**config.mk**
```make
export PLATFORM = sky130hd
export DESIGN_NAME = snn_lif_neuron_core
export DESIGN_NICKNAME = d
export VERILOG_FILES = /design/src/rtl/snn_lif_neuron_core.sv
export SDC_FILE = /design/constraint.sdc
export NUM_CORES = 1
export LEC_CHECK = 0
export BUFFER_PORTS_ARGS = -buffer_cell sky130_fd_sc_hd__buf_2
export CORE_AREA = 5 5 102 123
export CTS_CLUSTER_DIAMETER = 40
export DETAILED_ROUTE_END_ITERATION = 10
export DIE_AREA = 0 0 107 128
export HOLD_SLACK_MARGIN = 0.12
export PLACE_DENSITY = 0.83
export SYNTH_ARGS = -nofsm -noshare
export SYNTH_HDL_FRONTEND = slang
export SYNTH_SLANG_ARGS = --single-unit
```
**constraint.sdc**
```tcl
create_clock -name clk -period 7.75 [get_ports clk]
set_clock_uncertainty 0.15 [all_clocks]
set_input_delay 1.55 -clock clk [delete_from_list [all_inputs] [get_ports clk]]
set_output_delay 1.55 -clock clk [all_outputs]
set_load 0.005 [all_outputs]
```
**src/rtl/snn_lif_neuron_core.sv**
```systemverilog
// snn_lif_neuron_core: leaky integrate-and-fire neuron, two-stage pipeline.
// Define SNN_LIF_REFRACTORY_EN to build the post-spike refractory FSM.
module snn_lif_neuron_core #(
  parameter int VW         = 24,
  parameter int THRESH     = 1000,
  parameter int V_RESET    = 0,
  parameter int LEAK_SHIFT = 4,
  parameter int REFRAC_CYC = 3
) (
  input  logic                 clk,
  input  logic                 reset,
  input  logic                 in_valid,
  input  logic [15:0]          ES_plus_reg,
  input  logic [15:0]          ES_minus_reg,
  input  logic [15:0]          IS_plus_reg,
  input  logic [15:0]          IS_minus_reg,
  output logic                 spike,
  output logic signed [VW-1:0] v_mem,
  output logic                 refractory,
  output logic [15:0]          spike_count
);

  localparam int W2 = VW + 2;

  localparam logic signed [VW-1:0] TH_V  = VW'(THRESH);
  localparam logic signed [VW-1:0] RST_V = VW'(V_RESET);
  localparam logic signed [VW-1:0] V_MAX =
    {1'b0, {(VW-1){1'b1}}};
  localparam logic signed [VW-1:0] V_MIN =
    {1'b1, {(VW-1){1'b0}}};
  localparam logic signed [W2-1:0] W_MAX = W2'(V_MAX);
  localparam logic signed [W2-1:0] W_MIN = W2'(V_MIN);

  logic signed [17:0]   es_diff;
  logic signed [17:0]   is_diff;
  logic signed [17:0]   i_net_d;
  logic signed [17:0]   i_net_q;
  logic                 s1_valid;

  logic signed [VW-1:0] leak;
  logic signed [W2-1:0] v_sum;
  logic signed [VW-1:0] v_clamp;
  logic                 fire;
  logic                 integ_en;
  logic                 take;

  // Stage 1: net synaptic current, 18 bits so it never overflows
  always_comb begin
    es_diff = $signed({2'b00, ES_plus_reg})
            - $signed({2'b00, ES_minus_reg});
    is_diff = $signed({2'b00, IS_plus_reg})
            - $signed({2'b00, IS_minus_reg});
    i_net_d = es_diff - is_diff;
  end

  always_ff @(posedge clk) begin
    if (reset) begin
      i_net_q  <= '0;
      s1_valid <= 1'b0;
    end else begin
      i_net_q  <= i_net_d;
      s1_valid <= in_valid;
    end
  end

  // Stage 2 datapath: leak, integrate, clamp, threshold on clamped value
  always_comb begin
    leak    = v_mem >>> LEAK_SHIFT;
    v_sum   = W2'(v_mem) - W2'(leak) + W2'(i_net_q);
    v_clamp = v_sum[VW-1:0];
    unique case (1'b1)
      (v_sum > W_MAX): v_clamp = V_MAX;
      (v_sum < W_MIN): v_clamp = V_MIN;
      default:         v_clamp = v_sum[VW-1:0];
    endcase
    fire = (v_clamp >= TH_V);
  end

  assign take = integ_en & s1_valid;

  always_ff @(posedge clk) begin
    if (reset) begin
      v_mem       <= RST_V;
      spike       <= 1'b0;
      spike_count <= '0;
    end else begin
      spike <= take & fire;
      if (!integ_en) begin
        v_mem <= RST_V;
      end else if (take) begin
        v_mem <= fire ? RST_V : v_clamp;
      end
      if (take && fire && spike_count != 16'hFFFF) begin
        spike_count <= spike_count + 16'd1;
      end
    end
  end

`ifdef SNN_LIF_REFRACTORY_EN
  localparam int CW =
    (REFRAC_CYC > 2) ? $clog2(REFRAC_CYC) : 1;
  localparam logic [CW-1:0] CNT_LOAD =
    CW'((REFRAC_CYC > 0) ? REFRAC_CYC - 1 : 0);

  typedef enum logic {
    ST_INTEG,
    ST_REFRAC
  } state_t;

  state_t        state_q;
  state_t        state_d;
  logic [CW-1:0] cnt_q;
  logic [CW-1:0] cnt_d;

  always_ff @(posedge clk) begin
    if (reset) begin
      state_q <= ST_INTEG;
      cnt_q   <= '0;
    end else begin
      state_q <= state_d;
      cnt_q   <= cnt_d;
    end
  end

  // Counter runs REFRAC_CYC-1 down to 0, so the window is REFRAC_CYC cycles
  always_comb begin
    state_d  = state_q;
    cnt_d    = cnt_q;
    integ_en = 1'b0;
    unique case (state_q)
      ST_INTEG: begin
        integ_en = 1'b1;
        if (s1_valid && fire && REFRAC_CYC > 0) begin
          state_d = ST_REFRAC;
          cnt_d   = CNT_LOAD;
        end
      end
      ST_REFRAC: begin
        if (cnt_q == '0) begin
          state_d = ST_INTEG;
        end else begin
          cnt_d = cnt_q - CW'(1);
        end
      end
      default: state_d = ST_INTEG;
    endcase
  end

  assign refractory = (state_q == ST_REFRAC);
`else
  logic unused_refrac;

  assign unused_refrac = (REFRAC_CYC != 0);
  assign integ_en      = 1'b1;
  assign refractory    = 1'b0;
`endif

endmodule

```
# --- Word-level counts from Yosys, hierarchy flattened ---
# Cells that the tools add are included.
word_totals:
  regBits: 60
  elab_cells: 20
  input_bits: 67
op_classes:
  bitwise_logic: 1
  n_lt_le_gt_ge: 3
  addsub: 6
  n_eq_ne: 1
  n_mux: 2
  reduce_logical: 2
op_table:
  columns: ["operator", "n"]
  rows:
  - ["one-hot mux 24 bit (2 select lines)", 1]
  - ["subtractor 16 x 16 -> 17 bit", 2]
  - ["adder 25 x 18 -> 26 bit", 1]
  - ["greater-than comparator 26 x 24 -> 1 bit, second input constant", 1]
  - ["< comparator 26 x 24 -> 1 bit, second input constant", 1]
  - ["subtractor 24 x 20 -> 25 bit", 1]
  - [">= comparator 24 x 11 -> 1 bit, second input constant", 1]
  - ["two-way mux 24 bit", 1]
  - ["subtractor 17 x 17 -> 18 bit", 1]
  - ["adder 16 x 1 -> 16 bit, second input constant", 1]
  - ["!= test 16 bit, second input constant", 1]
  - ["logical AND 1 bit", 2]
  - ["AND 1 bit", 1]

# --- Depth between registers and ports, before layout ---
# Gate-level depths: netlist (run 1).
logic_depth:
  word_depth: 7
  depth_mapped: 22
  depth_no_buf: 22

# --- Worst setup path after synthesis (run 1) ---
# Ideal clock, no wire load.
synth_path:
  kind: "input-to-reg"
  start: "input port IS_minus_reg[1]"
  end: "register i_net_q[16]"
  t_arrival_ns: 4.930
  required_time_ns: 7.472
  cell_stages: 19
  slack_ns: 2.543
  setup_time_ns: 0.128
  path_buffers: 0
  cell_sequence: "inv_1 ha_1 nor2b_1 o21ai_0 a21oi_1 o21ai_0 a21oi_1 o21ai_0 a21oi_1 o41ai_1 o21bai_1 a21oi_1 xor2_1 ha_1 a21o_1 o41ai_1 o21ai_0 xnor2_1 nor2_1"
synth_via:
  elab_chain_len: 2
synth_lines:
  columns: ["item", "line_no", "text"]
  rows:
  - ["from (decl)", "16", "input logic [15:0] IS_minus_reg,"]
  - ["subtractor 16 x 16 -> 17 bit", "52", "- $signed({2'b00, IS_minus_reg});"]
  - ["subtractor 17 x 17 -> 18 bit", "53", "i_net_d = es_diff - is_diff;"]
  - ["to (signal assigned)", "61", "i_net_q <= i_net_d;"]
  - ["to (decl)", "37", "logic signed [17:0] i_net_q;"]
# Every way passes these cells.
# A chain may end at the register's enable or synchronous reset.

# --- Worst setup path after layout (run 1) ---
# Ends and elaborated chain as after synthesis.

==> flow_summary.toml, run 1 <==
[placed_design]
dp_hpwl_mm = 11.97
numPortBuffers = 107
gp_congestion = 0.8935
dp_cells = 1074

[synthesis]
synth_area_um2 = 6546
ys_seq_elements = 60
synth-edff-count = 0
syn-num-nets = 1017
synth_area_leader_cell = "dfxtp_1"
syn_avg_cell_area_um2 = 7.711
yosys-top-cells-area = "dfxtp_1, ha_1, inv_1"
synthCells = 849
synth_flop_cell = "dfxtp_1"
ys_warn_count = 0
synth_cell_types = 75
synth_top_area_share_pct = 18.35
synth-async-reset-ratio_pct = 0
ys_seq_area_share_pct = 18.35

[routing]
antenna_left = 0
drc = 0
drt_iter0_markers = 309
vias_per_cell = 5.582
wl_mm = 14.89
wl_per_cell_um = 13.66
vias = 6084
drt_pre_antenna_iters = 6

[clock_tree]
root_buffer = "clkbuf_16"
h-tree-depth = 3
clk_latency_ps = 330
clock-sinks = 60
ctsHoldBuffers = 0
cts.path.max_buffers = 2
post-cts-setup-buffers = 0
cts_tree = "done"
clk_pin_slew_ps = 60
cts_made_buffers = 9
cts_resized = 0

[global_routing]
grt_use_met1_pct = 27.67
grt_util_met2_pct = 38.99
met3_usage_pct = 3.123
antenna_found_initial = 0
globalRouteOverflowTotal = 0
grt_pass1_vias = 5794
grt_pass1_wl_mm = 25.36
top_usage_layer = "met2"
grt_max_degree = 50
grt_usage_pct = 22.22

[floorplanning]
design.core.area_um2 = 11300
initial_core_util_pct = 57.94
dieWidth_um = 107
dieArea_um2 = 13700
io_pins = 109
placementRows = 43
die_height_um = 128

[timing]
worst_pin_slew_ps = 1097
final.setup.tns_ps = 0
hold_ws_ps = 367.9
finalCritPeriodShare_pct = 70.56
finalMaxSlewViolations = 0
setup_viol = 0
max_freq_mhz = 182.9
hold_violations = 0
rsz0062_at_grt = "no"
fin_crit_ps = 5468
slew_headroom_pct = 26.62

[worst_setup_path]
crit_path_max_fanout = 5
worstPathCellList = "buf_2 -> inv_1 -> ha_1 -> nor2b_1 -> o21ai_0 -> a21oi_1 -> o21ai_0 -> a21oi_1 -> o21ai_0 -> a21oi_1 -> o41ai_1 -> o21bai_1 -> a21oi_1 -> xor2_1 -> ha_1 -> a21o_1 -> o41ai_1 -> o21ai_0 -> xnor2_1 -> nor2_1"
cp-end-kind = "flip-flop"
startpoint_type = "primary input"
cp_slowest_cell = "o41ai_1"
cp.arrival_ps = 5500
worstSetupPathType = "in -> reg"
slowest_delay_ps = 550
crit_required_ps = 7780

[final_layout]
instances_no_fill = 1090
fin_nets = 1118
synthToLayoutAreaGrowth_pct = 13.38
num_antenna_cells = 0
drive_above_1_share_pct = 16.65

[hold_path]
hp-class = "reg -> reg"

[run_status]
status = "complete, no violations"

[flow_run]
max_cap_violations = 0
[worst max-delay path, delay by kind of cell]
kind	cells	cell delay, ps
compound gates	12	2750
fa+ha+maj	2	520
xor+xnor	2	330
simple gates	2	180
buf+inv	2	170
[cell families (layout without fill, tap and decap cells)]
kind of cell / Yosys count / count (layout) / share of synthesized area [%]
buffers and inverters: 178 / 284 / 10.93
other: 1 / 1 / 0.05728
multiplexers: 9 / 9 / 1.529
AND/OR/NAND/NOR: 242 / 242 / 18.22
adder cells (fa/ha/maj): 101 / 101 / 22.29
flip-flops: 60 / 60 / 18.35
AO/OA/AOI/OAI: 211 / 211 / 22.34
XOR/XNOR: 47 / 47 / 6.288
[state kept, by name, summed over array words and instances, names as in the netlist]
signal / count
v_mem: 24
i_net_q: 18
spike_count: 16
s1_valid: 1
spike: 1
[final timing paths]
check	start	end	slack [ps]	cells past startpoint
setup / recovery	IS_minus_reg[1]	i_net_q[16]$_SDFF_PP0_	2280	20
hold / removal	spike_count[15]$_SDFFE_PP0P_	spike_count[15]$_SDFFE_PP0P_	370	2
setup reg to reg	v_mem[8]$_SDFFE_PP0P_	v_mem[13]$_SDFFE_PP0P_	2340	14
hold reg to reg	spike_count[15]$_SDFFE_PP0P_	spike_count[15]$_SDFFE_PP0P_	370	2
[cells in the final DEF (no fill, tap or decap), types with 15 or more instances in the layout]
| cell type | netlist | final |
|---|---|---|
| nand2_1 | 44 | 44 |
| xnor2_1 | 29 | 29 |
| inv_1 | 160 | 160 |
| o21ai_0 | 53 | 53 |
| nor3_1 | 17 | 17 |
| dfxtp_1 | 60 | 60 |
| a21oi_1 | 48 | 48 |
| xor2_1 | 18 | 18 |
| buf_2 | 3 | 107 |
| nand3_1 | 22 | 22 |
| nor2_1 | 80 | 79 |
| ha_1 | 75 | 75 |
| nand2b_1 | 15 | 15 |
| nor2b_1 | 21 | 21 |
| fa_1 | 26 | 26 |
[cell usage after synthesis, drive strengths merged, types with 4 or more instances]
| cell | count |
|---|---|
| inv | 160 |
| nor2 | 80 |
| ha | 75 |
| dfxtp | 60 |
| o21ai | 57 |
| a21oi | 49 |
| nand2 | 44 |
| xnor2 | 29 |
| fa | 26 |
| nand3 | 22 |
| nor2b | 21 |
| nor3 | 19 |
| xor2 | 18 |
| nand2b | 15 |
| a32o | 14 |
| a21o | 12 |
| or3 | 11 |
| buf | 10 |
| a22o | 8 |
| and3 | 8 |
| mux2 | 8 |
| a21boi | 7 |
| clkbuf | 7 |
| o211ai | 7 |
| o21a | 7 |
| a211oi | 6 |
| nand4 | 6 |
| o21bai | 6 |
| o2111ai | 5 |
| and2 | 4 |
[layout make-up]
cell class	instances	area (µm²)
sequential	60	1201
clock buffer	9	225.2
fill	990	3876
tap	135	168.9
clock inverter	7	51.30
multi-input combinational	611	4632
timing repair buffer	108	543.0
inverter	160	600.6
[per-layer routing]
layer	part of all wire [%]	wire, µm	vias up
met4	2.8	420	0
li1	-	-	3087
met3	5.5	816	37
met2	50	7407	188
met5	0	0	-
met1	42	6243	2772
[stage by stage]
step	instance area [µm²]	util, %	setup WS [ps]
after floorplan	6546	-	2543
after global placement	7146	63.24	2059
after detailed placement	7146	63.24	1941
after CTS	7422	65.69	2277
after global routing	7422	65.69	1832
final	7422	65.69	2282
Power of run 1 is left out: the tool's default activity adds up to more than one toggle a clock period on the data nets, which glitch-free logic cannot reach.
==> run 2, diff against run 1 <==
Settings changed: CORE_AREA 5 5 102 123 to 5 5 108 130, DIE_AREA 0 0 107 128 to 0 0 113 135, PLACE_DENSITY 0.83 to 0.78.
Clock period 7.75 ns to 4.7 ns, I/O delays scaled along.
==> flow_summary.toml, run 2 (synthesized netlist as in run 1, its figures left out) <==
[worst_setup_path]
startpoint_type = "flip-flop"
cp_slowest_cell = "fa_1"
worstPathCellList = "inv_2 -> fa_1 -> inv_2 -> ha_4 -> o211ai_1 -> buf_4 -> a211oi_4 -> nor3_2 -> buf_4 -> buf_4 -> xor2_1 -> or4_4 -> o211ai_1 -> nor4_2 -> nand4_1 -> buf_4 -> o21ai_4 -> and2_2 -> nor3_1 -> mux2_2"
r2r-start = "v_mem[7]$_SDFFE_PP0P_"
worstSetupPathType = "reg -> reg"
cpMostUsedCell = "buf_4"
crit_path_max_fanout = 6
rrSetupSlack_ps = 90
slowest_delay_ps = 550
crit_required_ps = 4760
cp.arrival_ps = 4670
r2r-end = "spike_count[3]$_SDFFE_PP0P_"
crit_path_start = "v_mem[7]$_SDFFE_PP0P_"
reg2regPathDepth = 20
cp-end-kind = "flip-flop"

[placed_design]
numPortBuffers = 107
dp_cells = 1167
gp_congestion = 0.9307
dp_hpwl_mm = 12.88

[routing]
antenna_left = 0
wl_per_cell_um = 14.02
wl_mm = 16.81
vias_per_cell = 5.414
drc = 0
drt_pre_antenna_iters = 7
vias = 6491
drt_iter0_markers = 248

[timing]
slew_headroom_pct = 18.80
setup_viol = 0
finalMaxSlewViolations = 0
finalCritPeriodShare_pct = 98.00
hold_violations = 0
worst_pin_slew_ps = 1216
fin_crit_ps = 4606
max_freq_mhz = 217.1
final.setup.tns_ps = 0

[hold_path]
hp-class = "reg -> reg"
holdPathStages = 1
min_from = "v_mem[3]$_SDFFE_PP0P_"
holdPathEnd = "v_mem[3]$_SDFFE_PP0P_"

[clock_tree]
cts.path.max_buffers = 2
h-tree-depth = 3
cts_made_buffers = 9
cts_tree = "done"
clk_pin_slew_ps = 50
clk_latency_ps = 330
clock-sinks = 60
root_buffer = "clkbuf_16"

[final_layout]
instances_no_fill = 1199
reg_top3 = "v_mem (24), i_net_q (18), spike_count (16)"
synthToLayoutAreaGrowth_pct = 29.03
num_antenna_cells = 0
drive_above_1_share_pct = 27.25
largest_reg_flops = 24
postLayoutCoreUtil_pct = 67.27
final_cell_mix = "inv_1, buf_2, nor2_1, buf_4, ha_1"
fin_nets = 1198
largest_register = "v_mem"
mostFrequentLayoutCell = "inv_1"

[global_routing]
grt_usage_pct = 20.92
antenna_found_initial = 0
grt_pass1_vias = 6182
grt_max_degree = 50
grt_pass1_wl_mm = 26.96
globalRouteOverflowTotal = 0

[flow_run]
max_cap_violations = 0

[floorplanning]
io_pins = 109
initial_core_util_pct = 52.14
die_height_um = 135
placementRows = 45
dieArea_um2 = 15260
design.core.area_um2 = 12560
dieWidth_um = 113

[run_status]
status = "complete, no violations"
[run 2: changes by cell type in the layout (fill, tap and decap cells not counted), sizes merged]
cell,before,now
buf,108,188
bufinv,0,2
clkbuf,9,11
clkinv,3,1
clkinvlp,2,1
inv,162,161
[run 2: metal layers]
metal / global-route usage, % / routed length (µm)
met4: 8.150 / 471
met2: 36.59 / 8378
met1: 26.00 / 7060
met5: 0 / 0
met3: 2.734 / 897
[run 2: per-stage QoR]
stage | hold slack (ps) | setup slack, ps | area, µm²
finish | 357.5 | 93.89 | 8447
global route | 372.6 | -137.2 | 8447
CTS | 363.7 | 0.2922 | 8045
detailed placement | 349.8 | -228.1 | 7687
global placement | 335.6 | -139.7 | 7687
floorplan | 337.1 | 102.9 | 6546
[run 2: repair_timing]
action / 4_1_cts / 5_1_grt
pin swaps: 5 / 30
resized for setup: 3 / 71
hold buffers: 0 / 0
endpoints found under the setup margin: 15 / 42
setup buffers: 2 / 14
[run 2: worst max path at each step]
| stage | cells after the start | slack, ps | endpoint |
|---|---|---|---|
| floorplan | 19 | 100 | i_net_q[16]$_SDFF_PP0_ |
| global placement | 22 | -140 | i_net_q[15]$_SDFF_PP0_ |
| detailed placement | 20 | -230 | i_net_q[16]$_SDFF_PP0_ |
| CTS | 18 | 0.3 | spike_count[7]$_SDFFE_PP0P_ |
| global route | 20 | -140 | spike_count[3]$_SDFFE_PP0P_ |
| finish | 20 | 90 | spike_count[3]$_SDFFE_PP0P_ |
[run 2: worst max-delay path: cells and delay by family (launching register included)]
| family | cells | cell delay [ps] |
|---|---|---|
| AOI/OAI and AO/OA | 4 | 540 |
| xor gates and xnor gates | 1 | 140 |
| adders and majority gates | 2 | 850 |
| buffers and inverters | 6 | 700 |
| DFF | 1 | 350 |
| muxes | 1 | 360 |
| and+or+nand+nor | 6 | 1370 |
[run 2: area by class of cell]
cell class / instances / area (µm²)
clock buffers: 11 / 252.7
repair buffers: 188 / 1172
multi-input cells: 611 / 4920
well taps: 164 / 205.2
flip-flops and latches: 60 / 1215
clock inverters: 5 / 81.33
fillers: 986 / 4109
inverters: 160 / 600.6
Power of run 2 is left out for the same reason.
==> run 3, diff against run 2 <==
Settings changed: CORE_AREA 5 5 108 130 to 5 5 124 114, DIE_AREA 0 0 113 135 to 0 0 129 119, PLACE_DENSITY 0.78 to 0.77.
==> flow_summary.toml, run 3 (synthesized netlist as in run 1, its figures left out) <==
[routing]
drt-met1-wl_mm = 7.688
met2_length_mm = 7.668
dr.max_layer_used = "met4"
dr_wl_met3_um = 908
drt_iter0_markers = 473
wl_per_cell_um = 14.05
vias = 6281
drt_pre_antenna_iters = 5
drc = 0
wl_mm = 16.57
antenna_left = 0
vias_per_cell = 5.327

[placed_design]
dp_cells = 1156
place_area_um2 = 7592
dp_hpwl_mm = 12.54
numPortBuffers = 107
gp_congestion = 0.9274

[clock_tree]
clock-sinks = 60
clk_pin_slew_ps = 60
cts.path.max_buffers = 2
cts_made_buffers = 9
cts_tree = "done"
h-tree-depth = 3
root_buffer = "clkbuf_16"
ctsHoldBuffers = 0
clk_latency_ps = 340

[flow_run]
max_cap_violations = 0

[worst_setup_path]
reg2regPathDepth = 19
crit_path_start = "v_mem[5]$_SDFFE_PP0P_"
r2r-end = "spike_count[8]$_SDFFE_PP0P_"
r2r-start = "v_mem[5]$_SDFFE_PP0P_"
crit_end = "spike_count[8]$_SDFFE_PP0P_"
worstSetupPathType = "reg -> reg"
worstPathCellList = "inv_1 -> fa_1 -> inv_1 -> ha_2 -> buf_4 -> a41oi_2 -> o21ai_1 -> o211a_1 -> buf_4 -> buf_4 -> nor2_1 -> xor2_1 -> o211ai_1 -> nor4_4 -> nand4_1 -> a211oi_4 -> a21oi_4 -> nand4_1 -> mux2_2"
slowest_delay_ps = 530
cp-end-kind = "flip-flop"
cpMostUsedCell = "buf_4"
cp.arrival_ps = 4650
crit_required_ps = 4780
cp_slowest_cell = "fa_1"
crit_path_max_fanout = 8
rrSetupSlack_ps = 130
startpoint_type = "flip-flop"

[timing]
finalMaxSlewViolations = 0
finalCritPeriodShare_pct = 97.21
fin_crit_ps = 4569
setup_viol = 0
hold_ws_ps = 347.2
max_freq_mhz = 218.9
final.setup.tns_ps = 0
slew_headroom_pct = 31.51
hold_violations = 0
worst_pin_slew_ps = 1026

[final_layout]
reg_top3 = "v_mem (24), i_net_q (18), spike_count (16)"
n_fill_cell = 1040
drive_above_1_share_pct = 26.70
fin_nets = 1178
final_cell_mix = "inv_1, buf_2, nor2_1"
instances_no_fill = 1179
final_cell_area_um2 = 8308
largest_register = "v_mem"
synthToLayoutAreaGrowth_pct = 26.91
num_antenna_cells = 0
largest_reg_flops = 24
mostFrequentLayoutCell = "inv_1"

[floorplanning]
design.core.area_um2 = 12590
dieArea_um2 = 15350
dieWidth_um = 129
placementRows = 39
io_pins = 109
initial_core_util_pct = 52.00
die_height_um = 119

[global_routing]
grt_usage_pct = 20.69
antenna_found_initial = 0
grt_max_degree = 50
grt_pass1_wl_mm = 26.45
grt_pass1_vias = 5884
globalRouteOverflowTotal = 0

[hold_path]
hp-class = "reg -> reg"

[run_status]
status = "complete, no violations"
[run 3: metrics by stage]
| stage | setup WS [ps] | util [%] |
|---|---|---|
| after floorplan | 102.9 | - |
| after global placement | -80.81 | 60.31 |
| after detailed placement | -131.5 | 60.31 |
| after CTS | 9.925 | 62.88 |
| after global routing | -76.97 | 65.99 |
| final | 131.0 | 65.99 |
[run 3: layer usage]
layer,GRT usage [%],vias up
li1,-,3205
met1,29.03,2882
met2,32.93,172
met3,2.059,22
met4,7.546,0
met5,0,-
[run 3: area by class of cell]
cell class / instances / area (µm²) / area share [%]
Clock buffer: 9 / 225.2 / 2.711
Clock inverter: 7 / 98.84 / 1.190
Inverter: 160 / 600.6 / 7.229
Multi-Input combinational cell: 611 / 4952 / 59.61
Sequential cell: 60 / 1216 / 14.64
Tap cell: 164 / 205.2 / 2.470
Timing Repair Buffer: 168 / 1010 / 12.15
[run 3: critical path: cells and delay by family, from the launching register on]
kind	cells	cell delay, ps
AND/OR/NAND/NOR	4	820
flip-flops	1	370
buffers and inverters	5	540
AO/OA/AOI/OAI	6	1180
XOR/XNOR	1	250
adder cells (fa/ha/maj)	2	810
multiplexers	1	340
[run 3: worst min path at each step]
stage / start / endpoint / slack (ps) / cells past startpoint
3_5_place_dp: v_mem[3]$_SDFFE_PP0P_ / v_mem[3]$_SDFFE_PP0P_ / 340 / 1
6_report: v_mem[3]$_SDFFE_PP0P_ / v_mem[3]$_SDFFE_PP0P_ / 350 / 1
4_1_cts: v_mem[3]$_SDFFE_PP0P_ / v_mem[3]$_SDFFE_PP0P_ / 350 / 1
5_1_grt: v_mem[2]$_SDFFE_PP0P_ / v_mem[2]$_SDFFE_PP0P_ / 380 / 1
3_3_place_gp: v_mem[3]$_SDFFE_PP0P_ / v_mem[3]$_SDFFE_PP0P_ / 340 / 1
2_1_floorplan: spike_count[15]$_SDFFE_PP0P_ / spike_count[15]$_SDFFE_PP0P_ / 340 / 2
[run 3: what timing repair did]
| item | in CTS | in global routing |
|---|---|---|
| setup endpoints to repair | 5 | 35 |
| setup buffers | 0 | 7 |
| pin swaps | 1 | 22 |
| gates cloned | 0 | 0 |
| resized for setup | 0 | 81 |
Power of run 3 is left out for the same reason.
